===== config.mk =====
export PLATFORM = sky130hd
export DESIGN_NAME = m_crc16_lane_scheduler
export DESIGN_NICKNAME = d
export VERILOG_FILES = /design/src/rtl/m_crc16_lane_scheduler.sv
export SDC_FILE = /design/constraint.sdc
export NUM_CORES = 1
export LEC_CHECK = 0
export CORE_MARGIN = 8
export CORE_UTILIZATION = 28
export CTS_CLUSTER_SIZE = 20
export DETAILED_ROUTE_END_ITERATION = 10
export GPL_TIMING_DRIVEN = 0
export MAX_ROUTING_LAYER = met4
export PLACE_DENSITY = 0.62
export SKIP_LAST_GASP = 1
export SYNTH_ARGS = -nofsm -noshare
export SYNTH_HDL_FRONTEND = slang
export SYNTH_SLANG_ARGS = --single-unit

===== constraint.sdc =====
create_clock -name clk -period 1.85 [get_ports clk]
set_input_delay 0.185 -clock clk [delete_from_list [all_inputs] [get_ports clk]]
set_output_delay 0.185 -clock clk [all_outputs]
set_load 0.05 [all_outputs]

===== src/rtl/m_crc16_lane_scheduler.sv =====
// Lane scheduler for the four SD DAT-line CRC16 engines: collects host bytes,
// splits each 4-byte group into per-lane bytes, strobes the engines and returns their CRCs.
module m_crc16_lane_scheduler #(
    parameter int BLOCK_BYTES   = 512,
    parameter int ENGINE_CYCLES = 5,
    parameter int VALID_TIMEOUT = 8
) (
    input  logic        clk,
    input  logic        rst_n,
    input  logic        i_start,
    input  logic        i_abort,
    input  logic [7:0]  i_in_data,
    input  logic        i_in_valid,
    output logic        o_in_ready,
    output logic        o_eng_enable,
    output logic        o_eng_getdata,
    output logic [31:0] o_lane_data,
    input  logic [3:0]  i_eng_valid,
    input  logic [63:0] i_eng_crc,
    output logic [63:0] o_crc_out,
    output logic        o_crc_valid,
    input  logic        i_crc_ack,
    output logic        o_crc_err,
    output logic        o_busy
);

    localparam logic [2:0] S_IDLE       = 3'd0;
    localparam logic [2:0] S_COLLECT    = 3'd1;
    localparam logic [2:0] S_FEED       = 3'd2;
    localparam logic [2:0] S_WAIT       = 3'd3;
    localparam logic [2:0] S_WAIT_VALID = 3'd4;
    localparam logic [2:0] S_DONE       = 3'd5;

    localparam logic [15:0] GROUPS       = 16'(BLOCK_BYTES / 4);
    localparam logic [15:0] WAIT_LAST    = 16'(ENGINE_CYCLES - 2);
    localparam logic [15:0] TIMEOUT_LAST = 16'(VALID_TIMEOUT - 1);

    // Nibble k of the group (k=0 is B0 high nibble) supplies bit 7-k of every lane byte.
    function automatic logic [31:0] f_remap(input logic [31:0] asm_word);
        logic [31:0] res;
        res = 32'h0;
        for (int i = 0; i < 4; i++) begin
            for (int k = 0; k < 8; k++) begin
                res[8*i + 7 - k] = asm_word[28 - 4*k + i];
            end
        end
        return res;
    endfunction

    logic [2:0]  r_state;
    logic [15:0] r_byte_cnt;
    logic [15:0] r_group_cnt;
    logic [15:0] r_cnt;
    logic [31:0] r_asm;
    logic [31:0] r_lane_data;
    logic [63:0] r_crc_out;
    logic        r_in_ready;
    logic        r_eng_enable;
    logic        r_getdata;
    logic        r_crc_valid;
    logic        r_crc_err;
    logic        r_busy;

    logic [2:0]  w_state_nxt;
    logic        w_accept;
    logic        w_last_byte;
    logic        w_all_valid;
    logic        w_timeout;

    // Next-state decode; abort overrides every transition and never raises an error.
    always_comb begin
        w_state_nxt = r_state;
        w_timeout   = 1'b0;
        w_accept    = (r_state == S_COLLECT) && i_in_valid;
        w_last_byte = w_accept && (r_byte_cnt[1:0] == 2'd3);
        w_all_valid = (i_eng_valid == 4'hF);
        if (i_abort) begin
            w_state_nxt = S_IDLE;
        end else begin
            case (r_state)
                S_IDLE: begin
                    if (i_start) w_state_nxt = S_COLLECT;
                    else         w_state_nxt = S_IDLE;
                end
                S_COLLECT: begin
                    if (w_last_byte) w_state_nxt = S_FEED;
                    else             w_state_nxt = S_COLLECT;
                end
                S_FEED: begin
                    w_state_nxt = S_WAIT;
                end
                S_WAIT: begin
                    if (r_cnt == WAIT_LAST) begin
                        if (r_group_cnt == GROUPS) w_state_nxt = S_WAIT_VALID;
                        else                       w_state_nxt = S_COLLECT;
                    end else begin
                        w_state_nxt = S_WAIT;
                    end
                end
                S_WAIT_VALID: begin
                    if (w_all_valid) begin
                        w_state_nxt = S_DONE;
                    end else if (r_cnt == TIMEOUT_LAST) begin
                        w_state_nxt = S_IDLE;
                        w_timeout   = 1'b1;
                    end else begin
                        w_state_nxt = S_WAIT_VALID;
                    end
                end
                S_DONE: begin
                    if (i_crc_ack) w_state_nxt = S_IDLE;
                    else           w_state_nxt = S_DONE;
                end
                default: begin
                    w_state_nxt = S_IDLE;
                end
            endcase
        end
    end

    // State register and control outputs, registered from the next state.
    always_ff @(posedge clk or negedge rst_n) begin
        if (!rst_n) begin
            r_state      <= S_IDLE;
            r_in_ready   <= 1'b0;
            r_eng_enable <= 1'b0;
            r_getdata    <= 1'b0;
            r_crc_valid  <= 1'b0;
            r_crc_err    <= 1'b0;
            r_busy       <= 1'b0;
        end else begin
            r_state      <= w_state_nxt;
            r_in_ready   <= (w_state_nxt == S_COLLECT);
            r_eng_enable <= (w_state_nxt != S_IDLE);
            r_getdata    <= (w_state_nxt == S_FEED);
            r_crc_valid  <= (w_state_nxt == S_DONE);
            r_crc_err    <= w_timeout;
            r_busy       <= (w_state_nxt != S_IDLE);
        end
    end

    // Byte/group counters and the per-state cycle counter (restarts on every state change).
    always_ff @(posedge clk or negedge rst_n) begin
        if (!rst_n) begin
            r_byte_cnt  <= 16'd0;
            r_group_cnt <= 16'd0;
            r_cnt       <= 16'd0;
        end else if (i_abort || (r_state == S_IDLE && i_start)) begin
            r_byte_cnt  <= 16'd0;
            r_group_cnt <= 16'd0;
            r_cnt       <= 16'd0;
        end else begin
            if (w_accept) r_byte_cnt <= r_byte_cnt + 16'd1;
            if (r_state == S_FEED) r_group_cnt <= r_group_cnt + 16'd1;
            if (w_state_nxt != r_state) r_cnt <= 16'd0;
            else                        r_cnt <= r_cnt + 16'd1;
        end
    end

    // Byte assembly and lane data; lane data only moves when a group completes.
    always_ff @(posedge clk or negedge rst_n) begin
        if (!rst_n) begin
            r_asm       <= 32'h0;
            r_lane_data <= 32'h0;
        end else if (i_abort) begin
            r_asm       <= 32'h0;
            r_lane_data <= 32'h0;
        end else begin
            if (w_accept)    r_asm       <= {r_asm[23:0], i_in_data};
            if (w_last_byte) r_lane_data <= f_remap({r_asm[23:0], i_in_data});
        end
    end

    // CRC result latch: captured when all engines report valid, kept until the next start.
    always_ff @(posedge clk or negedge rst_n) begin
        if (!rst_n) begin
            r_crc_out <= 64'h0;
        end else if (i_abort || (r_state == S_IDLE && i_start)) begin
            r_crc_out <= 64'h0;
        end else if (r_state == S_WAIT_VALID && w_all_valid) begin
            r_crc_out <= i_eng_crc;
        end
    end

    assign o_in_ready    = r_in_ready;
    assign o_eng_enable  = r_eng_enable;
    assign o_eng_getdata = r_getdata;
    assign o_lane_data   = r_lane_data;
    assign o_crc_out     = r_crc_out;
    assign o_crc_valid   = r_crc_valid;
    assign o_crc_err     = r_crc_err;
    assign o_busy        = r_busy;

endmodule


---- After elaboration in Yosys (flattened, before gate mapping) ----
Index checks and enable logic that the tools add are counted.
word-level totals
  register bits ........................... 176
  input port bits ......................... 82
operators by class
  add/subtract/negate cells ............... 3
  equal/unequal tests ..................... 14
  mux-type cells .......................... 25
  reduce and logical (&&, ||, !) cells .... 12
operators with widths
  cell                   count
  $mux 64                2
  $mux 16                6
  $mux 32                2
  $add 16x1->16 const B  3
  $mux 24                2
  $mux 3                 6
  $pmux 3 s6             1
  $eq 16x2->1 const B    1
  $eq 16x3->1 const B    1
  $eq 16x8->1 const B    1
  $reduce_bool 2->1      5
  $eq 3x2->1 const B     3
  $eq 3x3->1 const B     3
  $eq 3x1->1 const B     2
  $mux 1                 5
  $eq 4x4->1 const B     1
  $logic_and 1x1->1      4
  $logic_not 3->1        1
  $ne 3x3->1             1
  $reduce_bool 3->1      1
  $eq 2x2->1 const B     1
  $mux 2                 1
  $logic_or 1x1->1       1

---- Longest topological paths before layout ----
  depth after elaboration ................. 9
  gate-level depth with buffers ........... 8
  depth with buffers taken out ............ 7

---- Least setup slack after synthesis ----
Ideal clock, no wire load.
  path kind ............................... register to register
  start point ............................. register r_cnt[7]
  end point ............................... register r_cnt[6]
  library setup time ...................... 0.119 ns
  data arrival time ....................... 1.819 ns
  data required time ...................... 1.731 ns
  path slack .............................. -0.088 ns
  cell stages (with the launch flop) ...... 7
  path buffers ............................ 1
  period minus slack after synthesis ...... 1.938 ns
  cell sequence ........................... dfrtp_1 -> or4_1 -> and4bb_4 -> nand3_4 -> o211ai_4 -> buf_6 -> nor2_2
between the ends
  word-level cells in the longest chain between the ends .. 8
  elaborated cells on any way between the ends .. 10
  classes of those cells .................. eq/ne (3); mux (7)
ends and longest elaborated chain
  element                 line  text
  start, declared         53    logic [15:0] r_cnt;
  start signal, assigned  156   else r_cnt <= r_cnt + 16'd1;
  $eq 16x3->1             103   end else if (r_cnt == TIMEOUT_LAST) begin
  $mux 3                  103
  $mux 3                  101   if (w_all_valid) begin
  $pmux 3 s6 *            80    case (r_state)
  $mux 3 *                77    if (i_abort) begin
  $ne 3x3->1 *            155   if (w_state_nxt != r_state) r_cnt <= 16'd0;
  $mux 16 *               155
  $mux 16 *               148   end else if (i_abort || (r_state == S_IDLE && i_start)) begin
Mark *: on every way between the ends. The rest lies on a longest branch, timed or not.
A chain may end at the register's enable or synchronous reset.

---- Worst setup path in the final report ----
  start point ............................. register r_cnt[7]
  end point ............................... register r_in_ready (netlist: o_in_ready)
between the ends
  word-level cells in the longest chain between the ends .. 6
  elaborated cells on any way between the ends .. 8
  classes of those cells .................. eq/ne (3); mux (5)
ends and longest elaborated chain
  element               line  text
  $eq 16x3->1           103
  $mux 3                103
  $mux 3                101
  $pmux 3 s6 *          80
  $mux 3 *              77
  $eq 3x1->1 *          133   r_in_ready <= (w_state_nxt == S_COLLECT);
  end signal, assigned  133
  end, declared         57    logic r_in_ready;
Marks and branches as above.

==> out/metrics.cfg <==
[route]
wirelength_um=20250
drc=0
via_per_inst=4.593
drt_iter0_drc=462
firstDrtPassIters=4
dr_total_vias=6040
antenna_left=0
wl_per_cell_um=15.40

[critical_path]
crit_arrival_ps=2340
path_cells=or4_4, and4bb_4, buf_12, a221o_1, o21a_1, nor3b_2
crit_required_ps=2190
setup.worst_path.end_class=flip-flop
path_max_fanout=4
worst_setup_path_start_kind=flip-flop
crit_slowest_cell=or4_4
worstSetupPathType=reg -> reg
cp_slowest_stage_delay_ps=540

[die]
io_pins=184
dieArea_sq_mm=0.03017
core_area_sq_mm=0.02439
rows=57
start_util=0.2855
fp.dieH_um=173.7
fp.dieW_um=173.7

[placed_design]
gp_congestion=0.8044
pre_cts_ws_ps=-600.9
dp_hpwl_um=14090
portBuffers=182
dpl-instance-area_sq_mm=0.009223

[yosys]
postSynthCellCount=758
yosysTopAreaCell=dfrtp_1
synth.avg_cell_area_sq_um=9.186
yosys.cell_count.top_type=nand2_1
ys_seq_area_frac=0.5822
synth-warning-count=0
synth_top_flop_cell=dfrtp_1
synth_seq_cells=162
synth_enable_flop_cells=0
netlist.area_leader.share=0.5822
syn-cell-area_sq_mm=0.006963
ys_top_cells_by_area=dfrtp_1, nand2_1, a21oi_1, xnor2_1, clkbuf_1
async_flop_share=1.000
synth_cell_types=49
synth_common_cells=nand2_1, dfrtp_1, a21oi_1, clkbuf_1, nor2_1
syn-num-nets=844

[grt]
grt_use_total=0.1414
grt_max_degree=115
grt_overflow=0
grt_pass1_wl_um=33950
antenna_found_initial=0
grt_pass1_vias=6427

[run]
max-cap-violations=0

[power]
pwr_density_cell_mw_per_mm2=740.2
peakVddDrop_mv=0.4849
cellLeakagePower_nw=4.324

[timing]
fin_hold_ws_ps=248.2
tightest_slew_ps=668.0
fin_crit_sh=1.077
setup_slack_ps=-142.1
finalMaxSlewViolations=0
finalClockSkew_ps=10.97
post-route-min-period_ps=1992
slew_headroom=0.5547
fmax_mhz=502.0
rsz0062_at_grt=yes
setup_tns_ps=-1788
finalHoldViolations=0
setup_viol=21

[cells_and_area]
diodes=0
design_area_sq_mm=0.01023
areaGrowthSynthToFinish_pct=46.88
fin_nets=1064
drive_gt1_frac=0.1292

[clock_network]
clock_latency_ps=420
cts_max_path_buffers=2
cts.sinks=162
htreeDepth=4
clk_pin_slew_ps=70
cts_root_buf=clkbuf_16
cts-buffers-inserted=17
cts_tree=yes

[run_status]
run_status=finished, violations left
violations=negative setup slack

[min_path]
hold_path_class=in -> async

-- kinds of logic after synthesis --
family / Yosys count / synth area share
flops: 162 / 0.5822
compound gates: 146 / 0.1145
simple gates: 366 / 0.2305
fa+ha+maj: 4 / 0.007188
xor+xnor: 26 / 0.03270
buf+inv: 54 / 0.03288
-- worst paths after layout --
path	from	end	slack, ps	cells past startpoint
worst max-delay path	r_cnt[7]	o_in_ready	-140	6
worst min-delay path	rst_n	o_lane_data[27]	250	2
worst max register to register	r_cnt[7]	o_in_ready	-140	6
worst min register to register	r_cnt[0]	r_cnt[0]	460	1
max in group asynchronous	rst_n	o_crc_out[10]	640	3
min in group clk	i_eng_crc[27]	o_crc_out[27]	290	3
-- what timing repair did --
item / CTS / global route
setup buffers: 14 / 7
endpoints found under the hold margin: 48 / 0
pin swaps: 5 / 10
endpoints found under the setup margin: 156 / 162
resized for setup: 44 / 74
gates cloned: 1 / 0
hold buffers: 1 / 0
-- per-layer routing --
metal	track usage	vias to the layer above	part of all wire
met5	-	-	0
met4	0.04418	0	0.013
met3	0.04291	17	0.061
met2	0.2235	164	0.47
met1	0.1712	2903	0.46
li1	-	2956	-
-- metrics by stage --
step | utilization | total power [mW] | cells
global route | 0.4193 | 7.897 | 1315
detailed placement | 0.3781 | 4.136 | 1265
finish | 0.4193 | 7.570 | 1315
floorplan | - | 3.803 | 758
CTS | 0.4127 | 7.683 | 1311
global placement | 0.3768 | 4.132 | 1264
-- critical path: cells and delay by family, from the launching register on --
kind	cells	cell delay (ps)
AO/OA/AOI/OAI	2	330
buffers and inverters	1	110
flip-flops	1	390
AND/OR/NAND/NOR	3	1100
-- registers in the layout, indices dropped and copies added (netlist names) --
register,cells
o_crc_out,64
o_lane_data,32
r_asm,24
r_cnt,16
r_group_cnt,16
r_state,3
r_byte_cnt,2
o_busy,1
o_crc_err,1
o_crc_valid,1
o_eng_getdata,1
o_in_ready,1
-- where the power goes --
group | internal [mW] | switching, mW
logic | 0.241 | 0.280
clock network | 1.91 | 1.57
registers | 3.56 | 0.0168
total | 5.71 | 1.86
-- layout make-up --
class                   count  area, sq um
multi-input cells         542         2825
well taps                 324        405.4
flip-flops and latches    162         4054
plain buffers              41        240.2
clock inverters            13        141.4
fillers                  2455        14160
repair buffers            205         2095
clock buffers              19        432.9
inverters                   9        33.78
-- placed cells by master, fill, tap and decap left out, drive strengths merged, types with 13 or more instances in the layout --
cell           synthesis  layout
dlymetal6s2s           0      15
nor2                  39      39
nand2                255     255
dfrtp                162     162
inv                    9      15
xnor2                 17      17
buf                    7      37
nor3                  13      13
a21oi                127     127
clkdlybuf4s50          0     165
clkbuf                38      46
nand3                 15      15
(Power assumes the default switching activity.)
